`src/rtl/inst_fetch_buffer_pkg.sv`:
```
// Shared constants and types for the instruction fetch buffer.
// Holds reset PC, request size encoding, buffer sizing and the FIFO entry.
package inst_fetch_buffer_pkg;

  localparam logic [31:0] IFB_RESET_PC     = 32'hBFC00000;
  localparam logic [1:0]  IFB_INST_SIZE    = 2'b10;
  localparam int          IFB_FIFO_DEPTH   = 4;
  localparam int          IFB_MAX_INFLIGHT = 2;

  typedef struct packed {
    logic [31:0] pc;
    logic [31:0] inst;
  } fetch_entry_t;

endpackage

```
`src/rtl/inst_fetch_buffer_sync_fifo.sv`:
```
// Synchronous FIFO with flush; head is a registered read, no bypass.
// Ports: clk, reset, flush, push/push_data, pop, head, empty, count.
module sync_fifo #(
  parameter int WIDTH = 64,
  parameter int DEPTH = 4,
  localparam int PW = (DEPTH > 1) ? $clog2(DEPTH) : 1,
  localparam int CW = $clog2(DEPTH + 1)
) (
  input  logic             clk,
  input  logic             reset,
  input  logic             flush,
  input  logic             push,
  input  logic [WIDTH-1:0] push_data,
  input  logic             pop,
  output logic [WIDTH-1:0] head,
  output logic             empty,
  output logic [CW-1:0]    count
);

  logic [WIDTH-1:0] mem [DEPTH];
  logic [PW-1:0]    rd_ptr;
  logic [PW-1:0]    wr_ptr;
  logic [CW-1:0]    cnt;
  logic             full;
  logic             wr_en;
  logic             rd_en;

  function automatic logic [PW-1:0] nxt(
    input logic [PW-1:0] p
  );
    return (p == PW'(DEPTH - 1)) ? '0 : p + PW'(1);
  endfunction

  assign empty = (cnt == '0);
  assign full  = (cnt == CW'(DEPTH));
  assign count = cnt;
  assign head  = mem[rd_ptr];

  // A full FIFO still accepts a push when the head leaves in the same cycle.
  assign rd_en = pop & ~empty;
  assign wr_en = push & (~full | rd_en);

  always_ff @(posedge clk) begin
    if (reset) begin
      rd_ptr <= '0;
      wr_ptr <= '0;
      cnt    <= '0;
      for (int i = 0; i < DEPTH; i++) begin
        mem[i] <= '0;
      end
    end else if (flush) begin
      rd_ptr <= '0;
      wr_ptr <= '0;
      cnt    <= '0;
    end else begin
      if (wr_en) begin
        mem[wr_ptr] <= push_data;
        wr_ptr      <= nxt(wr_ptr);
      end
      if (rd_en) begin
        rd_ptr <= nxt(rd_ptr);
      end
      cnt <= cnt + CW'(wr_en) - CW'(rd_en);
    end
  end

endmodule

```
`src/rtl/inst_fetch_buffer.sv`:
```
// Fetch front end: sram-like request issue, in-order tag queue, inst FIFO.
// Ports: clk/reset, redirect, inst_* bridge channel, out_* decode handshake.
module inst_fetch_buffer
  import inst_fetch_buffer_pkg::*;
#(
  parameter logic [31:0] RESET_PC     = IFB_RESET_PC,
  parameter int          FIFO_DEPTH   = IFB_FIFO_DEPTH,
  parameter int          MAX_INFLIGHT = IFB_MAX_INFLIGHT
) (
  input  logic        clk,
  input  logic        reset,
  input  logic        redirect_valid,
  input  logic [31:0] redirect_pc,
  output logic        inst_req,
  output logic        inst_wr,
  output logic [1:0]  inst_size,
  output logic [31:0] inst_addr,
  output logic [31:0] inst_wdata,
  input  logic        inst_addr_ok,
  input  logic        inst_data_ok,
  input  logic [31:0] inst_rdata,
  output logic        out_valid,
  input  logic        out_ready,
  output logic [31:0] out_pc,
  output logic [31:0] out_inst
);

  localparam int TW  = (MAX_INFLIGHT > 1) ? $clog2(MAX_INFLIGHT) : 1;
  localparam int TCW = $clog2(MAX_INFLIGHT + 1);
  localparam int FCW = $clog2(FIFO_DEPTH + 1);

  logic [31:0] fetch_pc;
  logic        hold;
  logic [31:0] hold_addr;
  logic        hold_stale;

  logic [31:0]             tag_pc [MAX_INFLIGHT];
  logic [MAX_INFLIGHT-1:0] tag_kill;
  logic [MAX_INFLIGHT-1:0] kill_next;
  logic [TW-1:0]           tag_head;
  logic [TW-1:0]           tag_tail;
  logic [TCW-1:0]          tag_cnt;

  logic         can_issue;
  logic         accept;
  logic         accept_kill;
  logic         resp;
  logic         resp_live;
  logic         fifo_pop;
  logic         fifo_empty;
  logic [FCW-1:0] fifo_cnt;
  fetch_entry_t push_entry;
  fetch_entry_t fifo_head;
  logic [1:0]   unused_redirect_lsb;

  function automatic logic [TW-1:0] tag_nxt(
    input logic [TW-1:0] p
  );
    return (p == TW'(MAX_INFLIGHT - 1)) ? '0 : p + TW'(1);
  endfunction

  assign unused_redirect_lsb = redirect_pc[1:0];

  assign inst_wr    = 1'b0;
  assign inst_size  = IFB_INST_SIZE;
  assign inst_wdata = '0;

  // Credit covers both outstanding responses and buffered words,
  // so every accepted request is guaranteed a FIFO slot.
  assign can_issue =
    (32'(tag_cnt) < 32'(MAX_INFLIGHT)) &&
    (32'(tag_cnt) + 32'(fifo_cnt) < 32'(FIFO_DEPTH));

  // A request that has been raised stays up, at its original
  // address, until the bridge takes it.
  assign inst_req  = ~reset & (hold | can_issue);
  assign inst_addr = hold ? hold_addr : fetch_pc;
  assign accept    = inst_req & inst_addr_ok;

  // A held request that outlived a redirect is fetched but discarded.
  assign accept_kill = redirect_valid | (hold & hold_stale);

  assign resp      = inst_data_ok & (tag_cnt != '0);
  assign resp_live = resp & ~tag_kill[tag_head] & ~redirect_valid;

  assign push_entry = '{pc: tag_pc[tag_head], inst: inst_rdata};

  assign out_valid = ~reset & ~fifo_empty;
  assign fifo_pop  = out_valid & out_ready & ~redirect_valid;
  assign out_pc    = fifo_head.pc;
  assign out_inst  = fifo_head.inst;

  always_comb begin
    kill_next = tag_kill;
    if (redirect_valid) begin
      kill_next = '1;
    end
    if (accept) begin
      kill_next[tag_tail] = accept_kill;
    end
  end

  always_ff @(posedge clk) begin
    if (reset) begin
      fetch_pc   <= RESET_PC;
      hold       <= 1'b0;
      hold_addr  <= '0;
      hold_stale <= 1'b0;
    end else begin
      if (redirect_valid) begin
        fetch_pc <= {redirect_pc[31:2], 2'b00};
      end else if (accept & ~(hold & hold_stale)) begin
        fetch_pc <= inst_addr + 32'd4;
      end
      hold       <= inst_req & ~inst_addr_ok;
      hold_addr  <= inst_addr;
      hold_stale <= inst_req & ~inst_addr_ok &
                    ((hold & hold_stale) | redirect_valid);
    end
  end

  always_ff @(posedge clk) begin
    if (reset) begin
      tag_head <= '0;
      tag_tail <= '0;
      tag_cnt  <= '0;
      tag_kill <= '0;
      for (int i = 0; i < MAX_INFLIGHT; i++) begin
        tag_pc[i] <= '0;
      end
    end else begin
      tag_kill <= kill_next;
      if (accept) begin
        tag_pc[tag_tail] <= inst_addr;
        tag_tail         <= tag_nxt(tag_tail);
      end
      if (resp) begin
        tag_head <= tag_nxt(tag_head);
      end
      tag_cnt <= tag_cnt + TCW'(accept) - TCW'(resp);
    end
  end

  sync_fifo #(
    .WIDTH ($bits(fetch_entry_t)),
    .DEPTH (FIFO_DEPTH)
  ) u_fifo (
    .clk       (clk),
    .reset     (reset),
    .flush     (redirect_valid),
    .push      (resp_live),
    .push_data (push_entry),
    .pop       (fifo_pop),
    .head      (fifo_head),
    .empty     (fifo_empty),
    .count     (fifo_cnt)
  );

endmodule

```
`config.mk`:
```
export PLATFORM = sky130hd
export DESIGN_NAME = inst_fetch_buffer
export DESIGN_NICKNAME = d
export VERILOG_FILES = /design/src/rtl/inst_fetch_buffer_pkg.sv /design/src/rtl/inst_fetch_buffer_sync_fifo.sv /design/src/rtl/inst_fetch_buffer.sv
export SDC_FILE = /design/constraint.sdc
export NUM_CORES = 1
export LEC_CHECK = 0
export BUFFER_PORTS_ARGS = -buffer_cell sky130_fd_sc_hd__buf_2
export CORE_ASPECT_RATIO = 1.4
export CORE_MARGIN = 2
export CORE_UTILIZATION = 45
export CTS_CLUSTER_DIAMETER = 100
export CTS_CLUSTER_SIZE = 20
export DETAILED_ROUTE_END_ITERATION = 16
export MAX_ROUTING_LAYER = met4
export PLACE_DENSITY = 0.61
export SETUP_SLACK_MARGIN = 0.1
export SKIP_LAST_GASP = 1
export SLEW_MARGIN = 20
export SYNTH_ARGS = -nofsm -noshare
export SYNTH_HDL_FRONTEND = slang
export SYNTH_SLANG_ARGS = --single-unit
```
`constraint.sdc`:
```
create_clock -name clk -period 5.38 [get_ports clk]
set_input_delay 0.538 -clock clk [delete_from_list [all_inputs] [get_ports clk]]
set_output_delay 0.538 -clock clk [all_outputs]
set_load 0.02 [all_outputs]
```
==> summary.md <==
- 0 — cells resized by post-CTS repair
- 63.3% — share of synthesized area occupied by flip-flops and latches
- 402 — number of flip-flops and latches in the synthesized netlist
- sky130_fd_sc_hd__clkbuf_16 — Clk Tree Root Cell
- 61.5% — post-route fraction of the period consumed by the critical path
- sky130_fd_sc_hd__edfxtp_1, sky130_fd_sc_hd__nor2_1, sky130_fd_sc_hd__buf_2 — commonest cells after routing, fill and taps aside
- 239 µm — overall die height
- 1.70 mW — net switching power of the design
- 0.785 — routability congestion estimate from global placement
- 56.9% — fraction of power consumed by sequential logic
- 0.55 ns — clock latency at the later pin of the worst-skew pair
- 0 — Synth Warn #
- 165 — total of buffers placed on input and output ports
- 10600 — vias in the first global route
- 327 nW/µm² — power density over cell area
- 1562 — nets@finish
- 1 — level count of the clock H-tree
- flip-flop — startpoint type of the worst setup path
- sky130_fd_sc_hd__edfxtp_1, sky130_fd_sc_hd__dfxtp_1, sky130_fd_sc_hd__mux4_2 — cell types occupying the most area after synthesis
- 0 ns — Setup TNS
- 0 — antenna violations before repair
- 0.302 GHz — highest clock rate
- 0.09 ns — clock transition at the register clock pins on the worst setup and hold paths after CTS
- 0 — count of antenna diodes in the layout
- 13.9% — fraction of power consumed by combinational cells
- 5.16 — Via-to-Cell Ratio
- false — setup repair after global routing missed its margin
- 1.02 ns — slew at the pin closest to its max-slew limit
- 6.46 mW — total design power
- 2.15 ns — worst reg-to-reg setup slack
- 50.4% — final standard cell utilization of the core
- 3.31 ns — min Tclk post-route
- 44 — critical path fanouts, max
- 2029 — final std cells w/o fill
- flip-flop to output port — WS Path Type
- 0 — number of antenna-violating nets in the routed design
- 0 — number of violations of the max-capacitance limit
- 402 — sink count of the clock tree
- 11.2% — area overhead of the layout relative to synthesis
- sky130_fd_sc_hd__edfxtp_1 — library cell with the largest summed area after synthesis
- 172 µm — width of the die
- 24 — number of buffers added by the clock tree synthesis step
- input pin to flip-flop — Tightest Hold Check Type
- 7 — router iterations before antenna repair
- 0 — post-CTS setup repair buffer count
- 57 — number of distinct standard cells referenced by the synthesized netlist
- 651 — Starting DRT DRC Count
- 2.77 ns — signal arrival time at the worst endpoint
- 0 — final routed DRC violation total
- output port — endpoint class of the critical path
- 23500 µm — HPWL after detailed placement
- 18.6 µm — final routed wire length divided by cell count
- 0.189 ns — final worst hold slack
- 1984 — number of placed instances, taps included
- 10500 — total vias in the final route
- sky130_fd_sc_hd__edfxtp_1 — commonest non-fill, non-tap cell in the layout
- 45.3% — initial cell density of the core
- 41100 µm² — area of the die
- 0 — number of slew-limit violations in the final report
- 0% — Post-synth ARST share
- 58 — pin count of the biggest net entering global routing
- 54.1% — Synth top area share
- 4.84 ns — required time of the worst setup path
- 58600 µm — global-route wire length before repair
- 86 — standard-cell rows
- 26.4% — switching power as a share of total power
- 4.75 mW — Internal Pwr Total
- 0 — Final Hold Fails
- 1.59 ns — pre-CTS setup slack
- 1352 — gate count of the mapped netlist
- 0 — grt ovf
- 29.2% — proportion of power drawn by the clock network
- 19000 µm² — area after detailed placement
- 39200 µm² — placeable core area
- 0 — cts-stage hold buffer count
- 19700 µm² — Post-Layout Inst Area
- 13.1 µm² — Avg Cell Area, Syn
- 0 — number of setup violations in the final report
- built — TritonCTS clock tree
- 17800 µm² — synthesized area
- 22.3% — proportion of layout cells with a drive suffix above 1
- 19.1% — all-layer global routing usage
- 2.07 ns — setup slack after layout
- 0.0176 ns — clock skew after layout
- 3 — clock tree buffer depth
- 37700 µm — aggregate routed wire length
- 203 — number of I/O pins
- 32.2% — headroom to the max-slew limit
- completed — result of the run
- 7.47 nW — Static Leakage
- 320 — EDFF count, synth
- 0.000246 V — largest vdd supply drop
- sky130_fd_sc_hd__edfxtp_1 — leading register cell type out of synthesis
[Yosys cell counts, types with 20 or more instances]
cell,number
sky130_fd_sc_hd__a21oi_1,36
sky130_fd_sc_hd__and2_1,129
sky130_fd_sc_hd__buf_4,37
sky130_fd_sc_hd__clkbuf_1,55
sky130_fd_sc_hd__dfxtp_1,82
sky130_fd_sc_hd__edfxtp_1,320
sky130_fd_sc_hd__inv_1,50
sky130_fd_sc_hd__mux2i_1,67
sky130_fd_sc_hd__mux4_2,64
sky130_fd_sc_hd__nand2_1,34
sky130_fd_sc_hd__nor2_1,240
sky130_fd_sc_hd__nor2_2,30
sky130_fd_sc_hd__xnor2_1,20
[layout make-up]
type                       instances  area [µm²]
clock buffer                      43         693
sequential                       402       11300
fill                            3484       19400
inverter                          50         188
tap                              528         661
multi-input combinational        813        5860
timing repair buffer             192        1070
clock inverter                     1        20.0
[per-layer routing]
metal	up-vias	routed length (µm)	GRT usage [%]
met5	-	0	-
met4	0	762	4.69
met3	46	1720	2.07
met2	247	19600	33.5
met1	5176	15600	23.6
li1	4995	-	-
[sequential cells by signal, summed over array words and instances, names as in the netlist, 2 cells and up, named ones only]
register / flops
tag_kill: 2
u_fifo.count: 3
tag_pc: 64
tag_cnt: 2
hold_addr: 32
u_fifo.mem: 256
u_fifo.rd_ptr: 2
fetch_pc: 32
u_fifo.wr_ptr: 2
[worst max-delay path: stages, from the launching register on]
cell and delay (ns):
sky130_fd_sc_hd__dfxtp_2 0.64, sky130_fd_sc_hd__buf_4 0.56, sky130_fd_sc_hd__mux2i_1 0.62, sky130_fd_sc_hd__inv_1 0.18
sky130_fd_sc_hd__buf_2 0.20
[power by group through the flow]
stage | logic, mW | clock network (mW) | registers [mW]
after floorplan | 0.702 | 0 | 3.68
after global placement | 0.900 | 0 | 3.74
after detailed placement | 0.910 | 0 | 3.75
after CTS | 0.913 | 1.93 | 3.68
after global routing | 0.992 | 2.03 | 3.70
final | 0.899 | 1.88 | 3.67
[cells by family after synthesis]
logic type,synth area share (%)
other,0.0423
muxes,11.9
adders and majority gates,0.676
xor gates and xnor gates,1.13
DFF,63.3
buffers and inverters,4.68
and+or+nand+nor,14.7
AOI/OAI and AO/OA,3.56
[worst paths after layout]
kind | from | endpoint | cells after the start
max | hold$_SDFF_PP0_ | inst_addr[21] | 4
min | inst_addr_ok | hold_stale$_SDFF_PP0_ | 2
max reg2reg | tag_head$_SDFFE_PP0N_ | u_fifo.mem[1][25]$_SDFFCE_PN0P_ | 8
min reg2reg | tag_tail$_SDFFE_PP0N_ | tag_tail$_SDFFE_PP0N_ | 2
(Power assumes the default switching activity.)
